**src/rtl/cpu_bus_ctrl.sv**
```systemverilog
// rtl/cpu_bus_ctrl.sv - CPU bus responder: address decode, chip-selects and RD/WR strobes
module cpu_bus_ctrl #(
  parameter logic [7:0] IO_PAGE    = 8'h9F,
  parameter logic [1:0] ROM_PAGE   = 2'b11,
  parameter int         SRAM_BANKS = 32
) (
  input  logic        clk6x,
  input  logic        reset,
  input  logic        setup_cs,
  input  logic        release_wr,
  input  logic        release_cs,
  input  logic [15:0] cpu_ab,
  input  logic [7:0]  cpu_bank,
  input  logic        cpu_rwn,
  input  logic [4:0]  rom_bank,
  input  logic        err_clear,
  output logic [20:0] mem_ab,
  output logic        sram_csn,
  output logic        rom_csn,
  output logic        via_csn,
  output logic        nora_csn,
  output logic        mem_rdn,
  output logic        mem_wrn,
  output logic        busy,
  output logic        err_flag,
  output logic [7:0]  err_cnt
);

  typedef enum logic [1:0] {IDLE, RD, WR, WRH} state_t;

  localparam logic [8:0] SRAM_LIM = 9'(SRAM_BANKS);

  state_t      state;
  state_t      state_nx;

  logic        dec_sram;
  logic        dec_rom;
  logic        dec_via;
  logic        dec_nora;
  logic        dec_mapped;
  logic [20:0] dec_ab;

  logic        sram_csn_nx;
  logic        rom_csn_nx;
  logic        via_csn_nx;
  logic        nora_csn_nx;
  logic        mem_rdn_nx;
  logic        mem_wrn_nx;
  logic [20:0] mem_ab_nx;
  logic        err_event;

  // Address decode of the live CPU bus; IO page wins over ROM, ROM over SRAM.
  // An unmapped access keeps the previous memory address on the bus.
  always_comb begin
    dec_sram = 1'b0;
    dec_rom  = 1'b0;
    dec_via  = 1'b0;
    dec_nora = 1'b0;
    dec_ab   = mem_ab;
    if (cpu_bank == 8'h00 && cpu_ab[15:8] == IO_PAGE) begin
      if (cpu_ab[7:5] == 3'b000) begin
        dec_via = 1'b1;
      end else begin
        dec_nora = 1'b1;
      end
      dec_ab = {13'b0, cpu_ab[7:0]};
    end else if (cpu_bank == 8'h00 && cpu_ab[15:14] == ROM_PAGE) begin
      dec_rom = 1'b1;
      dec_ab  = {2'b0, rom_bank, cpu_ab[13:0]};
    end else if ({1'b0, cpu_bank} < SRAM_LIM) begin
      dec_sram = 1'b1;
      dec_ab   = {cpu_bank[4:0], cpu_ab};
    end
  end

  assign dec_mapped = dec_sram | dec_rom | dec_via | dec_nora;

  // State register.
  always_ff @(posedge clk6x or posedge reset) begin
    if (reset) begin
      state <= IDLE;
    end else begin
      state <= state_nx;
    end
  end

  // Next state: a new setup always restarts the access, release_cs ends it,
  // release_wr only matters while the write strobe is on.
  always_comb begin
    state_nx = state;
    if (setup_cs) begin
      state_nx = (!cpu_rwn && dec_mapped) ? WR : RD;
    end else if (release_cs) begin
      state_nx = IDLE;
    end else if (release_wr && state == WR) begin
      state_nx = WRH;
    end
  end

  // Next values of the registered bus outputs and the protocol-error event.
  always_comb begin
    sram_csn_nx = sram_csn;
    rom_csn_nx  = rom_csn;
    via_csn_nx  = via_csn;
    nora_csn_nx = nora_csn;
    mem_rdn_nx  = mem_rdn;
    mem_wrn_nx  = mem_wrn;
    mem_ab_nx   = mem_ab;
    if (setup_cs) begin
      sram_csn_nx = ~dec_sram;
      rom_csn_nx  = ~dec_rom;
      via_csn_nx  = ~dec_via;
      nora_csn_nx = ~dec_nora;
      mem_rdn_nx  = ~(dec_mapped & cpu_rwn);
      mem_wrn_nx  = ~(dec_mapped & ~cpu_rwn);
      mem_ab_nx   = dec_ab;
    end else if (release_cs) begin
      sram_csn_nx = 1'b1;
      rom_csn_nx  = 1'b1;
      via_csn_nx  = 1'b1;
      nora_csn_nx = 1'b1;
      mem_rdn_nx  = 1'b1;
      mem_wrn_nx  = 1'b1;
    end else if (release_wr && state == WR) begin
      mem_wrn_nx = 1'b1;
    end

    err_event = 1'b0;
    if (release_cs && state == IDLE) begin
      err_event = 1'b1;
    end
    if (release_cs && state == WR && !release_wr) begin
      err_event = 1'b1;
    end
    if (setup_cs && state != IDLE && !release_cs) begin
      err_event = 1'b1;
    end
  end

  // Bus output registers; reset forces every select and strobe inactive at once.
  always_ff @(posedge clk6x or posedge reset) begin
    if (reset) begin
      sram_csn <= 1'b1;
      rom_csn  <= 1'b1;
      via_csn  <= 1'b1;
      nora_csn <= 1'b1;
      mem_rdn  <= 1'b1;
      mem_wrn  <= 1'b1;
      mem_ab   <= 21'd0;
      busy     <= 1'b0;
    end else begin
      sram_csn <= sram_csn_nx;
      rom_csn  <= rom_csn_nx;
      via_csn  <= via_csn_nx;
      nora_csn <= nora_csn_nx;
      mem_rdn  <= mem_rdn_nx;
      mem_wrn  <= mem_wrn_nx;
      mem_ab   <= mem_ab_nx;
      busy     <= (state_nx != IDLE);
    end
  end

  // Sticky error flag and saturating counter; clear takes priority over a new error.
  always_ff @(posedge clk6x or posedge reset) begin
    if (reset) begin
      err_flag <= 1'b0;
      err_cnt  <= 8'd0;
    end else if (err_clear) begin
      err_flag <= 1'b0;
      err_cnt  <= 8'd0;
    end else if (err_event) begin
      err_flag <= 1'b1;
      if (err_cnt != 8'hFF) begin
        err_cnt <= err_cnt + 8'd1;
      end
    end
  end

endmodule

```
**config.mk**
```make
export PLATFORM = sky130hd
export DESIGN_NAME = cpu_bus_ctrl
export DESIGN_NICKNAME = d
export VERILOG_FILES = /design/src/rtl/cpu_bus_ctrl.sv
export SDC_FILE = /design/constraint.sdc
export NUM_CORES = 1
export LEC_CHECK = 0
export CORE_AREA = 5 5 75 77
export DETAILED_ROUTE_END_ITERATION = 7
export DIE_AREA = 0 0 80 82
export PLACE_DENSITY_LB_ADDON = 0.05
export SYNTH_ARGS = -nofsm -noshare
export SYNTH_HDL_FRONTEND = slang
export SYNTH_SLANG_ARGS = --single-unit
```
**constraint.sdc**
```tcl
create_clock -name clk6x -period 1.6 [get_ports clk6x]
set_clock_uncertainty 0.05 [all_clocks]
set_input_delay 0.24 -clock clk6x [delete_from_list [all_inputs] [get_ports clk6x]]
set_output_delay 0.24 -clock clk6x [all_outputs]
set_load 0.02 [all_outputs]
```
# Yosys cells after proc, flatten, opt, wreduce, memory -nomap -nowiden
# Index checks and enable logic that the tools add are counted.
[totals] register_bits=39 latchBits=0 ramBits=0 mem_bits_ro=0 in_bits=36 output_inout_bits=37 wordCells=86 n_memories=0
[classes] add_sub_neg=1 multipliers=0 div_mod_pow=0 n_lt_le_gt_ge=1 eq_ne=4 shift=0 muxes=33 bitwise=12 reduce_logical=24
[op_table] operator="two-way mux 21 bit" n=3
[op_table] operator="two-way mux 8 bit" n=3
[op_table] operator="two-way mux 1 bit" n=23
[op_table] operator="nonzero test 2 bit" n=5
[op_table] operator="logical AND 1 bit" n=9
[op_table] operator="adder 8 x 1 -> 8 bit (second input constant)" n=1
[op_table] operator="equality test 8 bit (second input constant)" n=1
[op_table] operator="logical NOT 8 bit" n=1
[op_table] operator="less-than comparator 8 x 6 -> 1 bit (second input constant)" n=1
[op_table] operator="two-way mux 2 bit" n=4
[op_table] operator="inequality test 8 bit (second input constant)" n=1
[op_table] operator="inverter 1 bit" n=7
[op_table] operator="nonzero test 3 bit" n=2
[op_table] operator="equality test 2 bit (second input constant)" n=2
[op_table] operator="AND reduction 2 bit" n=2
[op_table] operator="logical NOT 1 bit" n=3
[op_table] operator="logical NOT 3 bit" n=1
[op_table] operator="OR 1 bit" n=3
[op_table] operator="AND 1 bit" n=2
[op_table] operator="logical NOT 2 bit" n=1

# Longest topological paths before layout
[depth] word_depth=11 ltp_mapped=6 mapped_depth_nobuf=4

# Worst setup path before layout
# OpenSTA, ideal clock, no wires.
[synth_path] path_kind="reg-to-reg" from="register err_cnt[0]" to="register err_cnt[3]" setup_time_ns=0.078 arrival_time_ns=1.547 t_required_ns=1.472 setup_slack_ns=-0.074 path_stages_with_launch=5 path_buffers=0 synth_period_minus_slack_ns=1.674 cell_sequence="dfrtp_1 > ha_1 > and3_1 > or4_1 > a21oi_1"
[synth_via] elab_chain_len=4 word_cells_on_any_way=7 cone_classes="add/sub (1); eq/ne (1); mux (3); reduce/logical (2)"
[synth_lines] item="from (decl)" line="26" rtl="output logic [7:0] err_cnt"
[synth_lines] item="from (signal assigned)" line="174" rtl="err_cnt <= err_cnt + 8'd1;"
[synth_lines] item="adder 8 x 1 -> 8 bit" line="174"
[synth_lines] item="two-way mux 8 bit" line="173" rtl="if (err_cnt != 8'hFF) begin"
[synth_lines] item="two-way mux 8 bit" line="171" rtl="end else if (err_event) begin"
[synth_lines] item="two-way mux 8 bit" line="168" rtl="end else if (err_clear) begin"
# Parallel ways exist; a longest one is shown, timed or not. The select of a mux whose other input is x is not followed.
# A chain may end at the register's enable or synchronous reset.

# Worst setup path after layout
[layout_path] from="input port cpu_bank[5]" to="register mem_ab[16]"
[layout_via] elab_chain_len=4 word_cells_on_any_way=8 cone_classes="order compare (1); mux (2); reduce/logical (5)"
[layout_lines] item="from (decl)" line="13" rtl="input logic [7:0] cpu_bank,"
[layout_lines] item="branches (longest 4 deep; another with less-than comparator 8 x 6 -> 1 bit)"
[layout_lines] item="to (signal assigned)" line="158" rtl="mem_ab <= mem_ab_nx;"
[layout_lines] item="to (decl)" line="17" rtl="output logic [20:0] mem_ab,"
# Parallel ways; which one is timed is not known.

==> flow_summary.toml <==
[synthesis]
ys_seq_area_share_pct = 55.47
yosysWarnings = 0
synth_fp_nets = 213
synth.distinct_cells = 42
yosysMostFrequentCell = "nand2_1"
yosys-top-cells-count = "36 x nand2_1, 33 x dfrtp_1, 15 x nor2_1"
synth_top_area_share_pct = 46.58
async_flop_share_pct = 100.0
ys_ff_latch = 39
yosys-top-cells-area = "dfrtp_1 47%, dfstp_2 8.9%, nand2_1 7.6%"
synth_cells = 176
syn_area_mm2 = 0.001773
synth_flop_cell = "dfrtp_1"
synth_edf_count = 0
syn_area_per_cell_um2 = 10.07
yosysTopAreaCell = "dfrtp_1"

[grt]
grt_usage_pct = 16.17
antenna_found_initial = 0
grt_pass1_wl_mm = 8.328
grt_max_degree = 40
grt_pass1_vias = 1755
overflow = 0

[route]
drcViolationCount = 0
antenna_left = 0
drt-initial-drc-count = 21
first_pass_iters = 5
vias_per_cell = 4.868
wl_per_cell_um = 14.08
finalWirelength_mm = 4.900
routed-via-count = 1694

[place]
io_buffers = 72
dp_hpwl_mm = 3.759
gp_congestion = 0.7696

[clock_network]
ctsRootBufferMaster = "clkbuf_8"
cts_buffer_depth = 2
postCtsHoldBufs = 0
cts_made_buffers = 5
cts_tree = "built"
cts.sinks = 39
clk_latency_ns = 0.28
path_clk_slew_ns = 0.08
cts_max_level = 2

[flow_run]
max-cap-violations = 0

[floorplanning]
io_pins = 73
start_util_pct = 35.86
dieWidth_um = 80
fp-row-count = 26
die_h_um = 82
core_mm2 = 0.004945
dieArea_mm2 = 0.006560

[sta]
fin_crit_ns = 1.567
drv_slew = 0
worstMarginPinSlew_ns = 0.2865
post-route-period-util_pct = 97.94
relSlewSlack_pct = 80.88
max_freq_mhz = 638.2
hold_viol_final = 0
rsz0062_at_grt = "yes"
setup_violations = 0
timing.hold.ws_ns = 0.2468

[critical_path]
crit_type = "input pin to flip-flop"
crit_path_end_kind = "flip-flop"
critPathLaunchType = "input pin"
crit_path_max_fanout = 5
required_ns = 1.72
arrival_ns = 1.69

[pwr]
peakVddDrop_mv = 0.5440
cellPowerDensity_mw_per_mm2 = 882.8
p_total_mw = 2.587
leakagePower_nw = 1.367

[final_layout]
antennaDiodeCount = 0
layout-drive-gt1-share_pct = 22.66
area_delta_synth_final_pct = 65.28
nets = 314
fin_util_pct = 59.26

[status]
status = "finished, final reports clean"

[min_path]
holdCritPathClass = "input pin to asynchronous set/reset pin"
worst max-delay path, stage by stage:
cell and delay [ns]:
clkdlybuf4s50_1 0.44, or4b_4 0.54, buf_4 0.17, a211oi_1 0.21, nor2_1 0.08
routing by layer:
metal  vias to the layer above  share of wire [%]  GRT usage, %
li1                        834                  -             -
met1                       801                 44         20.23
met2                        53                 49         27.65
met3                         6                6.5         3.838
met4                         0               0.90         5.068
met5                         -                  0             0
layout make-up:
type | instances | area [um^2]
inverters | 2 | 7.507
clock buffers | 8 | 100.1
repair buffers | 102 | 968.4
multi-input cells | 127 | 774.5
flip-flops and latches | 39 | 992.2
fillers | 474 | 2014
well taps | 70 | 87.58
metrics by stage:
stage	cells	setup TNS (ns)	instance area [um^2]	setup WS [ns]
2_1_floorplan	176	0	1789	0.01190
6_report	348	0	2930	0.03302
5_1_grt	348	-0.01228	2930	-0.007272
3_5_place_dp	340	-10.86	2786	-0.4645
3_3_place_gp	340	-10.57	2786	-0.4366
4_1_cts	348	0	2875	0.02209
placed cells by master (no fill, tap or decap), types with 2 or more instances in the layout:
cell,Yosys,layout
o21ai_1,2,2
nand3_1,4,4
clkdlybuf4s50_1,0,47
o22a_1,2,2
a22o_1,5,5
a21oi_2,0,2
and3_1,5,3
or3_1,2,2
buf_4,0,28
a21oi_1,9,7
dfrtp_1,33,26
nand3b_1,2,2
a211oi_1,4,3
a31oi_1,2,2
nand2b_1,2,2
and2_1,3,4
dfrtp_2,0,7
nor2_1,15,15
o32a_1,2,2
and3_4,0,2
nand2_1,36,36
and4_1,4,3
clkbuf_8,0,7
dfstp_2,6,6
nor3_1,4,3
dlymetal6s2s_1,0,10
o21ai_0,4,4
or4_1,3,3
inv_1,2,2
dlygate4sd2_1,0,15
where the power goes:
part	leakage [nW]	switching, mW	internal (mW)	total, mW
sequential	0.471	0.0640	1.10	1.17
clock	0.0515	0.335	0.394	0.729
combinational	0.845	0.332	0.360	0.692
total	1.37	0.731	1.86	2.59
path summary, 6_finish.rpt:
check	depth (start not counted)	endpoint	slack [ns]	startpoint
worst max-delay path	5	mem_ab[16]	0.03	cpu_bank[5]
worst min register to register	2	mem_ab[6]	0.43	mem_ab[6]
worst max register to register	4	err_cnt[3]	0.08	err_cnt[6]
min in group clk6x	3	sram_csn	0.40	cpu_bank[6]
max in group asynchronous	3	mem_wrn	0.99	reset
worst min-delay path	3	err_cnt[2]	0.25	reset
repair_timing:
action                                 in CTS  in global routing
setup buffers                               0                  0
pin swaps                                   0                  1
gates resized for setup                    17                 19
setup endpoints to repair                  27                 31
endpoints found under the hold margin       0                  0
flip-flops by register name, indices dropped and copies added (netlist names):
signal    cells
state         2
err_flag      1
rom_csn       1
mem_rdn       1
busy          1
nora_csn      1
via_csn       1
sram_csn      1
mem_wrn       1
mem_ab       21
err_cnt       8
logic make-up after synthesis:
family          after synthesis  synth area share, %
fa+ha+maj                     1               0.7056
flops                        39                55.47
compound gates               39                16.16
buf+inv                      10                3.175
simple gates                 87                24.49
Power figures use the tool's default switching activity.
